<file path="src/rtl/morse_pkg.sv">
// ============================================================================
// Module   : morse_pkg
// Purpose  : Shared state encoding and Morse timing multiples for morse_tx.
// Revision : 1.0 - initial release
// ============================================================================
`default_nettype none

package morse_pkg;

    typedef logic [2:0] state_t;

    localparam state_t ST_IDLE     = 3'd0;
    localparam state_t ST_MARK     = 3'd1;
    localparam state_t ST_GAP      = 3'd2;
    localparam state_t ST_CHAR_GAP = 3'd3;
    localparam state_t ST_WORD_GAP = 3'd4;

    localparam logic [2:0] MAX_LEN  = 3'd5;

    localparam logic [2:0] DOT      = 3'd1;
    localparam logic [2:0] DASH     = 3'd3;
    localparam logic [2:0] ELEM_GAP = 3'd1;
    localparam logic [2:0] CHAR_GAP = 3'd3;
    localparam logic [2:0] WORD_GAP = 3'd7;

    function automatic logic [2:0] clamp_len(input logic [2:0] len);
        return (len > MAX_LEN) ? MAX_LEN : len;
    endfunction

endpackage

`default_nettype wire

</file>
<file path="src/rtl/morse_unit_timer.sv">
// ============================================================================
// Module   : morse_unit_timer
// Purpose  : Free-running unit tick generator, realigned by start.
// Revision : 1.0 - initial release
// ============================================================================
`default_nettype none

module morse_unit_timer #(
    parameter int unsigned UNIT_CYCLES = 4
) (
    input  logic clock,
    input  logic reset,
    input  logic start,
    output logic tick
);

    localparam logic [15:0] c_last = 16'(UNIT_CYCLES - 1);

    logic [15:0] r_count;

    // tick marks the final cycle of each unit; the count wraps so units stay
    // aligned across state changes without restarting the timer
    always_ff @(posedge clock or negedge reset) begin
        if (!reset) begin
            r_count <= '0;
        end else if (start || (r_count == c_last)) begin
            r_count <= '0;
        end else begin
            r_count <= r_count + 16'd1;
        end
    end

    assign tick = (r_count == c_last);

endmodule

`default_nettype wire

</file>
<file path="src/rtl/morse_tx.sv">
// ============================================================================
// Module   : morse_tx
// Purpose  : Morse code keyer: turns (len, pattern) characters into key timing.
// Revision : 1.0 - initial release
// ============================================================================
`default_nettype none

module morse_tx
    import morse_pkg::*;
#(
    parameter int unsigned UNIT_CYCLES = 4
) (
    input  logic       clock,
    input  logic       reset,
    input  logic       in_valid,
    output logic       in_ready,
    input  logic [2:0] in_len,
    input  logic [4:0] in_pattern,
    output logic       key,
    output logic       busy,
    output logic       done
);

    state_t     r_state;
    state_t     w_next_state;
    logic [2:0] r_len;
    logic [4:0] r_pat;
    logic [2:0] r_idx;
    logic [2:0] r_units;
    logic       r_key;
    logic       r_done;
    logic       r_armed;

    logic       w_tick;
    logic       w_xfer;
    logic [2:0] w_need;
    logic       w_unit_done;
    logic       w_last_elem;
    logic       w_key_next;
    logic       w_done_next;

    assign w_xfer      = in_valid && in_ready;
    assign w_last_elem = (r_idx == (r_len - 3'd1));
    assign w_unit_done = w_tick && (r_units == (w_need - 3'd1));

    morse_unit_timer #(
        .UNIT_CYCLES (UNIT_CYCLES)
    ) u_timer (
        .clock (clock),
        .reset (reset),
        .start (w_xfer),
        .tick  (w_tick)
    );

    always_comb begin
        w_need = DOT;
        case (r_state)
            ST_MARK:     w_need = r_pat[r_idx] ? DASH : DOT;
            ST_GAP:      w_need = ELEM_GAP;
            ST_CHAR_GAP: w_need = CHAR_GAP;
            ST_WORD_GAP: w_need = WORD_GAP;
            default:     w_need = DOT;
        endcase
    end

    // State register; key and done are registered from next-state so they
    // line up exactly with the state they belong to
    always_ff @(posedge clock or negedge reset) begin
        if (!reset) begin
            r_state <= ST_IDLE;
            r_key   <= 1'b0;
            r_done  <= 1'b0;
            r_armed <= 1'b0;
        end else begin
            r_state <= w_next_state;
            r_key   <= w_key_next;
            r_done  <= w_done_next;
            r_armed <= 1'b1;
        end
    end

    always_comb begin
        w_next_state = r_state;
        case (r_state)
            ST_IDLE: begin
                if (w_xfer) begin
                    w_next_state = (in_len == 3'd0) ? ST_WORD_GAP : ST_MARK;
                end
            end
            ST_MARK: begin
                if (w_unit_done) begin
                    w_next_state = w_last_elem ? ST_CHAR_GAP : ST_GAP;
                end
            end
            ST_GAP: begin
                if (w_unit_done) begin
                    w_next_state = ST_MARK;
                end
            end
            ST_CHAR_GAP, ST_WORD_GAP: begin
                if (w_unit_done) begin
                    w_next_state = ST_IDLE;
                end
            end
            default: w_next_state = ST_IDLE;
        endcase
    end

    always_comb begin
        w_key_next  = (w_next_state == ST_MARK);
        w_done_next = ((r_state == ST_CHAR_GAP) || (r_state == ST_WORD_GAP))
                      && (w_next_state == ST_IDLE);
        in_ready    = r_armed && (r_state == ST_IDLE);
        busy        = (r_state != ST_IDLE);
        key         = r_key;
        done        = r_done;
    end

    // Character capture, element index and unit-multiple counting
    always_ff @(posedge clock or negedge reset) begin
        if (!reset) begin
            r_len   <= '0;
            r_pat   <= '0;
            r_idx   <= '0;
            r_units <= '0;
        end else if (w_xfer) begin
            r_len   <= clamp_len(in_len);
            r_pat   <= in_pattern;
            r_idx   <= '0;
            r_units <= '0;
        end else if (r_state != ST_IDLE) begin
            if (w_unit_done) begin
                r_units <= '0;
                if (r_state == ST_GAP) begin
                    r_idx <= r_idx + 3'd1;
                end
            end else if (w_tick) begin
                r_units <= r_units + 3'd1;
            end
        end
    end

endmodule

`default_nettype wire

</file>
<file path="config.mk">
export PLATFORM = sky130hd
export DESIGN_NAME = morse_tx
export DESIGN_NICKNAME = d
export VERILOG_FILES = /design/src/rtl/morse_pkg.sv /design/src/rtl/morse_unit_timer.sv /design/src/rtl/morse_tx.sv
export SDC_FILE = /design/constraint.sdc
export NUM_CORES = 1
export LEC_CHECK = 0
export ABC_CLOCK_PERIOD_IN_PS = 2750
export CORE_MARGIN = 1
export CORE_UTILIZATION = 35
export CTS_CLUSTER_SIZE = 20
export DETAILED_ROUTE_END_ITERATION = 10
export PLACE_DENSITY_LB_ADDON = 0.15
export SETUP_SLACK_MARGIN = 0.3
export SYNTH_ARGS = -nofsm -noshare
export SYNTH_HDL_FRONTEND = slang
export SYNTH_SLANG_ARGS = --single-unit
</file>
<file path="constraint.sdc">
create_clock -name clock -period 2.75 [get_ports clock]
set_clock_uncertainty 0.15 [all_clocks]
set_input_delay 0.4125 -clock clock [delete_from_list [all_inputs] [get_ports clock]]
set_output_delay 0.4125 -clock clock [all_outputs]
set_load 0.005 [all_outputs]
</file>
== After elaboration in Yosys (flattened, before gate mapping) ==
Cells that the tools add are included.
Widths: inputs -> output; s select.

* Register bits: 36
* Bits of input ports: 11
* Output and inout port bits: 4
* Word-level logic and storage cells: 62

* $add $sub $neg: 5
* $lt $le $gt $ge: 2
* Equal/unequal tests: 8
* Mux-type cells: 21
* Reductions and logical operators: 17

{| class="wikitable"
|+ Operator list
! operator !! count
|-
| $mux 3 || 14
|-
| $add 16x1->16 const B || 1
|-
| $eq 16x2->1 const B || 1
|-
| $mux 16 || 1
|-
| $pmux 3 s4 || 1
|-
| $logic_not 3->1 || 3
|-
| $pmux 3 s3 || 1
|-
| $add 3x1->3 const B || 2
|-
| $eq 3x1->1 const B || 2
|-
| $eq 3x2->1 const B || 2
|-
| $eq 3x3->1 || 2
|-
| $reduce_bool 2->1 || 3
|-
| $reduce_bool 3->1 || 2
|-
| $sub 3x1->3 const B || 2
|-
| $logic_and 1x1->1 || 4
|-
| $lt 3x4->1 const B || 1
|-
| $bmux 1 s3 || 1
|-
| $eq 3x3->1 const B || 1
|-
| $gt 3x3->1 const B || 1
|-
| $reduce_and 3->1 || 1
|-
| $logic_or 1x1->1 || 2
|-
| $mux 1 || 2
|-
| $mux 2 || 1
|-
| $reduce_and 2->1 || 1
|-
| $reduce_or 2->1 || 1
|}

== Depth between registers and ports, before layout ==
* Depth after elaboration: 11
* Depth in mapped cells: 8
* Mapped depth without buffers: 7

== Cells and area by module ==
From an unflattened synthesis, not the netlist that was laid out.

* Cells, all modules: 199
* Area total of the unflattened synthesis: 1921.8 um^2

{| class="wikitable"
|+ By module, submodules not included
! module !! times used !! cells each !! area each (um^2) !! seq. area each (um^2)
|-
| morse_tx || 1 || 117 || 1123.6 || 500.5
|-
| morse_unit_timer || 1 || 82 || 798.3 || 400.4
|}

== Worst setup path after synthesis ==
Ideal clock, no wire load.

* Path type: reg2reg
* Start point: register u_timer.r_count[0]
* End point: register r_key (netlist: key)
* Library setup time: 0.117 ns
* Arrival: 1.939 ns
* Data required time: 2.483 ns
* Slack: 0.545 ns
* Cell stages (with the launch flop): 9
* Path buffers: 1
* Period minus slack after synthesis: 2.205 ns
* Cells stage by stage: dfrtp_1 -> ha_1 -> nor4b_1 -> nand4_1 -> nor3_1 -> and3_1 -> buf_6 -> mux2_4 -> and2_4

* Word-level cells in the longest chain between the ends: 5
* Elaborated cells between the ends (all ways): 7
* Those cells by class: 2 x eq/ne; 4 x mux; 1 x reduce/logical

{| class="wikitable"
|+ RTL lines
! element !! RTL line !! source
|-
| start: declaration || morse_unit_timer.sv:19 || <nowiki>logic [15:0] r_count;</nowiki>
|-
| start signal: assignment || morse_unit_timer.sv:29 || <nowiki>r_count <= r_count + 16'd1;</nowiki>
|-
| $eq 16x2->1 (*) || morse_unit_timer.sv:33 || <nowiki>assign tick = (r_count == c_last);</nowiki>
|-
| $logic_and 1x1->1 (*) || morse_tx.sv:44 || <nowiki>assign w_unit_done = w_tick && (r_units == (w_need - 3'd1));</nowiki>
|-
| $mux 3, on equally long branches || morse_tx.sv:101, morse_tx.sv:91, morse_tx.sv:96 ||
|-
| $pmux 3 s4 (*) || morse_tx.sv:84 || <nowiki>case (r_state)</nowiki>
|-
| $eq 3x1->1 (*) || morse_tx.sv:110 || <nowiki>w_key_next = (w_next_state == ST_MARK);</nowiki>
|-
| named net w_key_next || morse_tx.sv:39 || <nowiki>logic w_key_next;</nowiki>
|-
| end signal: assignment || morse_tx.sv:76 || <nowiki>r_key <= w_key_next;</nowiki>
|-
| end: declaration || morse_tx.sv:30 || <nowiki>logic r_key;</nowiki>
|}

The timed path passes the listed nets; every way through them passes the cells marked *.
A chain may end at the register's enable or synchronous reset.

== Final worst setup path ==
* Start point: register r_state[2]
* End point: output in_ready

* Word-level cells in the longest chain between the ends: 2

{| class="wikitable"
|+ RTL lines
! element !! RTL line !! source
|-
| start: declaration || morse_tx.sv:24 || <nowiki>state_t r_state;</nowiki>
|-
| start signal: assignment || morse_tx.sv:75 || <nowiki>r_state <= w_next_state;</nowiki>
|-
| $logic_not 3->1 || morse_tx.sv:113 || <nowiki>in_ready = r_armed && (r_state == ST_IDLE);</nowiki>
|-
| $logic_and 1x1->1 || morse_tx.sv:113 ||
|-
| end: declaration || morse_tx.sv:16 || <nowiki>output logic in_ready,</nowiki>
|}

No other way between the ends.

==> summary.txt <==
Power and ir drop
  – Power per cell area: between 800 and 900 nW/µm²
  – Largest vdd supply drop: ~370 µV
  – Leakage power summed over all cells: 1.00 nW

Placement
  – Port Buf Inserts: 14
  – GP Congestion: about 0.75
  – Placed inst area: 2050 µm²
  – Detail Placement HPWL: roughly 2400 µm
  – Dpl cells: about 270

Clock tree
  – Buffers from clock root to sink, at most: 2
  – CTS root buffer: clkbuf_8
  – Number of clock sinks seen by CTS: 36
  – Number of buffers created by CTS: 5
  – Skew-Pair Late Insertion Delay: approximately 0.28 ns
  – CTS H-tree depth: 2
  – CTS tree: done
  – Clock slew at reported path FFs: roughly 0.070 ns

Drt
  – Max layer used: met4
  – Number of nets with antenna violations after detailed routing: 0
  – Number of design rule violations left after detail routing: 0
  – Vias per cell: 4.87
  – Met2 wire length: 1610 µm
  – 1st-pass router iterations: 4
  – Total wire length after detailed routing: 3490 µm
  – Met3 wire len: 96 µm
  – Met1 Routed Length: 1730 µm
  – Number of vias in the routed layout: 1373
  – Wirelength per Cell: 12.4 µm
  – First DRT Iteration DRCs: between 70 and 80

Cells and area
  – Final layout net count: 227
  – Share of final-layout standard cells stronger than drive strength 1: 8.02%
  – Area growth from synthesis to layout: 17.0%
  – Non-filler instance count after layout: roughly 280
  – Commonest cells after routing, fill and taps aside: dfrtp_1 (36), nand2_1 (32), nor2_1 (21)
  – Final design area excluding fillers: about 2200 µm²
  – Most common library cell in the layout ignoring fill and taps: dfrtp_1
  – Final antenna diode count: 0
  – Total of fill cells in the finished design: 530

Synthesis
  – Net count of the mapped netlist: 208
  – Main flop type after synthesis: dfrtp_1
  – Avg Cell Area, Syn: 9.52 µm²
  – Post-synthesis cell type with the largest combined area: dfrtp_1
  – Post-synthesis cell count: 193
  – Warning count from the yosys run: 0
  – Sequential element share of the synthesized area: 49.0%
  – Cells taking the most area after synthesis: dfrtp_1 (49%), nand2_1 (6.5%), xor2_1 (5.7%)
  – Number of unique standard cell types used by synthesis: 41
  – Post-synth EDFFs: 0
  – Flip-flop and latch count after synthesis: 36
  – Async set-or-reset flop fraction in the synthesized netlist: 100%
  – Portion of synthesized cell area occupied by the leading cell type: 49.0%
  – Synthesized area: 1840 µm²

Die
  – Number of cell rows: 26
  – Core ar.: 5070 µm²
  – Starting utilization of the core area: 36.2%
  – Top-level I/O count: 15
  – Vertical die dimension: 74.5 µm
  – Die boundary width: between 70 and 80 µm
  – Area of the die: 5550 µm²

Timing
  – Unrepaired setup endpoints after global routing: no
  – Period Utilization, post-route: 83.3%
  – Final setup violation count: 0
  – Total count of hold-check failures in the final report: 0
  – Shortest clock period the worst path allows after layout: 2.29 ns
  – Setup tns final: 0 ns
  – Highest Clock Rate: 437 MHz
  – Number of pins with negative max-slew slack in the final report: 0
  – Slew at the pin with the worst max-slew slack: 0.802 ns
  – Headroom to the max-slew limit: 46.6%

Setup path
  – Critical Path RT: 2.19 ns
  – Crit path launch: r_state[2]
  – Class of the most critical setup path: flip-flop to primary output
  – Arrival time of the worst setup path: 1.73 ns
  – Startpoint type of the worst setup path: flip-flop
  – Worst R2R Start: r_state[1]
  – Maximum fanout along the worst path: 7
  – Kind of end point of the critical path: primary output

Global routing
  – Pin count of the biggest net entering global routing: 37
  – Global-route wire length before repair: 6090 µm
  – Via count of the first global-routing pass: 1343
  – Overall Global Routing Usage: 14.6%
  – Total gr overflow: 0
  – Initial antenna violation count: 0

Outcome
  – Outcome: completed

Run
  – Max_cap viols: 0

Min path
  – Type of the most critical hold path: input port to async pin
[cell usage after synthesis, types with 3 or more instances]
cell type / number
dfrtp_1: 36
nand2_1: 32
nor2_1: 21
xor2_1: 12
nand3_1: 11
xnor2_1: 7
and3_1: 6
inv_1: 6
nor3_1: 5
ha_1: 4
nand2b_1: 4
a211oi_1: 3
clkbuf_1: 3
nand4_1: 3
o21ai_0: 3
or3_1: 3
[power by group]
group / total, W / internal [W] / switching [W] / leakage [nW]
Sequential: 0.000804 / 0.000671 / 0.000133 / 0.467
Clock: 0.000349 / 0.000172 / 0.000177 / 0.0410
Combinational: 0.000624 / 0.000322 / 0.000302 / 0.492
Total: 0.00178 / 0.00117 / 0.000612 / 1.00
[path summary, 6_finish.rpt]
path,to,slack [ns],cells past startpoint
worst max register to register,key,0.47,6
worst max-delay path,in_ready,0.46,3
worst min-delay path,u_timer.r_count[6],0.06,1
max in group asynchronous,r_pat[0],1.87,1
min in group clock,r_pat[1],0.33,2
worst min register to register,r_pat[1],0.33,2
[logic make-up after synthesis]
logic type / after synthesis / synth area share, %
other: 1 / 0.204
adder cells (fa/ha/maj): 4 / 2.72
multiplexers: 4 / 2.72
AO/OA/AOI/OAI: 19 / 7.15
flip-flops: 36 / 49.0
XOR/XNOR: 19 / 9.05
buffers and inverters: 11 / 2.72
AND/OR/NAND/NOR: 99 / 26.4
[what timing repair did]
item / CTS / global route
pin swaps: 0 / 1
buffers inserted: 0 / 1
gates resized for setup: 1 / 3
endpoints found under the setup margin: 1 / 4
hold buffers: 0 / 0
[critical path, cell delays in order (launching register included)]
cell and delay, ns:
dfrtp_1 0.44, nor3_2 0.32, and2_1 0.19, clkdlybuf4s50_1 0.49
[metal layers]
layer / vias to the layer above / track usage, %
met1: 652 / 19.6
met4: 0 / 6.29
met5: - / 0
li1: 697 / -
met2: 19 / 22.3
met3: 5 / 3.66
[flip-flops by register name, summed over array words and instances (netlist names)]
signal           count
r_units              3
key                  1
r_idx                3
r_state              3
done                 1
r_len                3
u_timer.r_count     16
r_pat                5
r_armed              1
[stage by stage]
step / hold WS [ns] / setup slack, ns / total power [W] / util [%]
3_3_place_gp: 0.315 / 0.371 / 0.00142 / 40.4
2_1_floorplan: -0.0331 / 0.545 / 0.00125 / -
4_1_cts: 0.0954 / 0.302 / 0.00179 / 42.0
5_1_grt: 0.139 / 0.331 / 0.00193 / 42.4
6_report: 0.0585 / 0.459 / 0.00178 / 42.4
3_5_place_dp: 0.316 / 0.310 / 0.00142 / 40.4
[cell type report]
type                    count  area [µm²]  share of cell area, %
well taps                  70        87.6                   4.07
repair buffers             17         158                   7.33
multi-input cells         146         905                   42.1
inverters                   6        22.5                   1.05
clock inverters             1        5.00                  0.233
flip-flops and latches     36         901                   41.9
clock buffers               6        72.6                   3.37
(Power assumes the default switching activity.)
==> RTL change, RTL diff (same flow settings) <==
Reset style: synchronous (`reset`), changed in 3 clocked blocks.
--- a/src/rtl/morse_unit_timer.sv
+++ b/src/rtl/morse_unit_timer.sv
@@ -21,5 +21,5 @@
     // tick marks the final cycle of each unit; the count wraps so units stay
     // aligned across state changes without restarting the timer
-    always_ff @(posedge clock or negedge reset) begin
+    always_ff @(posedge clock) begin
         if (!reset) begin
             r_count <= '0;
--- a/src/rtl/morse_tx.sv
+++ b/src/rtl/morse_tx.sv
@@ -66,5 +66,5 @@
     // State register; key and done are registered from next-state so they
     // line up exactly with the state they belong to
-    always_ff @(posedge clock or negedge reset) begin
+    always_ff @(posedge clock) begin
         if (!reset) begin
             r_state <= ST_IDLE;
@@ -118,5 +118,5 @@
 
     // Character capture, element index and unit-multiple counting
-    always_ff @(posedge clock or negedge reset) begin
+    always_ff @(posedge clock) begin
         if (!reset) begin
             r_len   <= '0;
Behaviour: differs if reset is asserted again (counterexample within 4 cycles, from zero or initial values and one cycle with reset low); with reset held inactive, the same outputs for 10 cycles.
==> RTL change against the unedited design <==
Sequential cell count did not move; core utilization up 1.7 points; synthesized area shrank 3.5%; final area fell by 2.0%; largest cell class unchanged; setup slack got worse by 0.052 ns; hold slack gained 0.25 ns; wire length up 0.89%.
Power is not compared: it rests on default switching activity, and its combinational part moved more than twofold at a synthesized area within 25%.
==> RTL change: results <==
group,metric,value,unit
final_layout,antenna_cells,0,
placement,port_buffers,14,
min_path,worstHoldPathCells,2,
worst_setup_path,regToRegEndpoint,"r_state[1]",
worst_setup_path,worst_ep_arrival_time,2.42,ns
worst_setup_path,r2r_slack,0.41,ns
clock_network,clk_pin_slew,0.08,ns
detailed_routing,route.detailed.drc,0,
yosys,yosys.area_share.xor_xnor,0.08892,
final_layout,fillerInstances,485,
global_routing,grt_pass1_vias,1276,
yosys,syn_nets,230,
yosys,synth.mux.area_fraction,0.01694,
sta,relSlewSlack,0.7072,
worst_setup_path,path_class,"flip-flop to flip-flop",
worst_setup_path,r2r-start,"r_state[2]",
clock_network,cts_buffer_depth,2,
placement,hpwlAfterDp,2.515,mm
placement,gp_congestion,0.8333,
global_routing,antenna_found_initial,0,
yosys,synth_cell_types,43,
yosys,ys_warn_count,0,
worst_setup_path,critPathMaxFanout,6,
clock_network,clockRootBuffer,"clkbuf_8",
yosys,synthArstFlopShare,0,
yosys,synth_fa_ha_area_frac,0.02823,
global_routing,grt_max_degree,17,
clock_network,h-tree-depth,2,
worst_setup_path,reg2reg_depth,6,
clock_network,cts-buffers-inserted,5,
clock_network,clk_latency,0.29,ns
pwr,power_leakage,0.0007480,uW
placement,placed_area,1989,um2
clock_network,post-cts-setup-buffer-count,0,
final_layout,nets,246,
yosys,synth_compound_area_frac,0.1299,
final_layout,reg_top3,"u_timer.r_count (16), r_pat (5)",
global_routing,grt_pass1_wl,5.934,mm
min_path,worstHoldPathType,"flip-flop to flip-flop",
pwr,irDropWorstVdd,279.5,uV
detailed_routing,drt-initial-drc-count,49,
pwr,intPower,858.5,uW
detailed_routing,vias_per_cell,4.963,
detailed_routing,dr.pass1.iters,5,
yosys,synth_area_leaders,"dfxtp_1 41%, nand2_1 6.4%, xnor2_1 4.9%",
global_routing,grtUsageTotal,0.1464,
final_layout,drive_gt1_frac,0.06897,
detailed_routing,wl_per_cell,11.76,um
min_path,min_to,"r_len[1]",
yosys,synth.top_cells.by_count,"36 x dfxtp_1, 30 x nand2_1, 21 x nor2_1",
yosys,yosysSeqAreaShare,0.4065,
min_path,hold_start,"r_len[1]",
run_status,run_status,"finished, final reports clean",
-- RTL change: cell count changes in the layout (fill, tap and decap cells not counted), moves of 3 or more --
| cell | delta |
|---|---|
| dfrtp_1 | -36 |
| dfxtp_1 | +36 |
| a21oi_1 | +8 |
| a21boi_0 | +5 |
| o21ai_0 | +4 |
| xor2_1 | -4 |
| nand3b_1 | +3 |
| xnor2_1 | +3 |
-- RTL change: worst max-delay path, stage by stage, from the launching register on --
cell and delay [ns]:
dfxtp_1 0.41, or3b_2 0.55, nand4_1 0.11, o2111ai_1 0.12
nor3b_1 0.34, and2_0 0.39, mux2i_1 0.22
-- RTL change: cells by family after synthesis --
group / after synthesis
AO/OA/AOI/OAI: 36
AND/OR/NAND/NOR: 101
buffers and inverters: 17
multiplexers: 3
flip-flops: 36
XOR/XNOR: 18
adder cells (fa/ha/maj): 4
-- RTL change: how the worst max path moves through the flow --
stage	end
detailed placement	r_state[1]
finish	r_state[1]
global placement	r_state[1]
floorplan	r_state[1]
global route	r_state[1]
CTS	in_ready
-- RTL change: what timing repair did --
action | 4_1_cts | 5_1_grt
endpoints found under the hold margin | 0 | 0
gates resized for setup | 0 | 2
endpoints found under the setup margin | 0 | 6
-- RTL change: area by class of cell --
| type | instances | area, um2 | area share |
|---|---|---|---|
| timing repair buffer | 19 | 177.7 | 0.08427 |
| clock buffer | 6 | 72.57 | 0.03442 |
| tap | 67 | 83.83 | 0.03976 |
| clock inverter | 2 | 35.03 | 0.01662 |
| inverter | 7 | 26.28 | 0.01246 |
| sequential | 36 | 720.7 | 0.3418 |
| multi-input combinational | 162 | 992.2 | 0.4706 |
-- RTL change: per-stage QoR --
stage	std cells	total power [uW]	util	hold WS (ns)	setup WS [ns]
2_1_floorplan	215	618.2	-	0.2761	0.5997
3_3_place_gp	291	665.6	0.4157	0.2918	0.4329
3_5_place_dp	291	665.6	0.4157	0.2988	0.3880
4_1_cts	299	1126	0.4382	0.3164	0.3010
5_1_grt	299	1164	0.4405	0.3371	0.2829
6_report	299	1112	0.4405	0.3122	0.4072
-- RTL change: power groups by stage --
stage / Sequential [uW] / Clock, uW / Combinational, uW
CTS: 547 / 472 / 107
finish: 547 / 457 / 108
floorplan: 555 / 0 / 63.6
global placement: 559 / 0 / 107
detailed placement: 559 / 0 / 107
global route: 549 / 495 / 119
-- RTL change: per-layer routing --
metal | GRT usage | part of all wire
met3 | 0.03729 | 0.036
met4 | 0.05882 | 0.016
met5 | 0 | 0
met2 | 0.2006 | 0.39
met1 | 0.2151 | 0.56
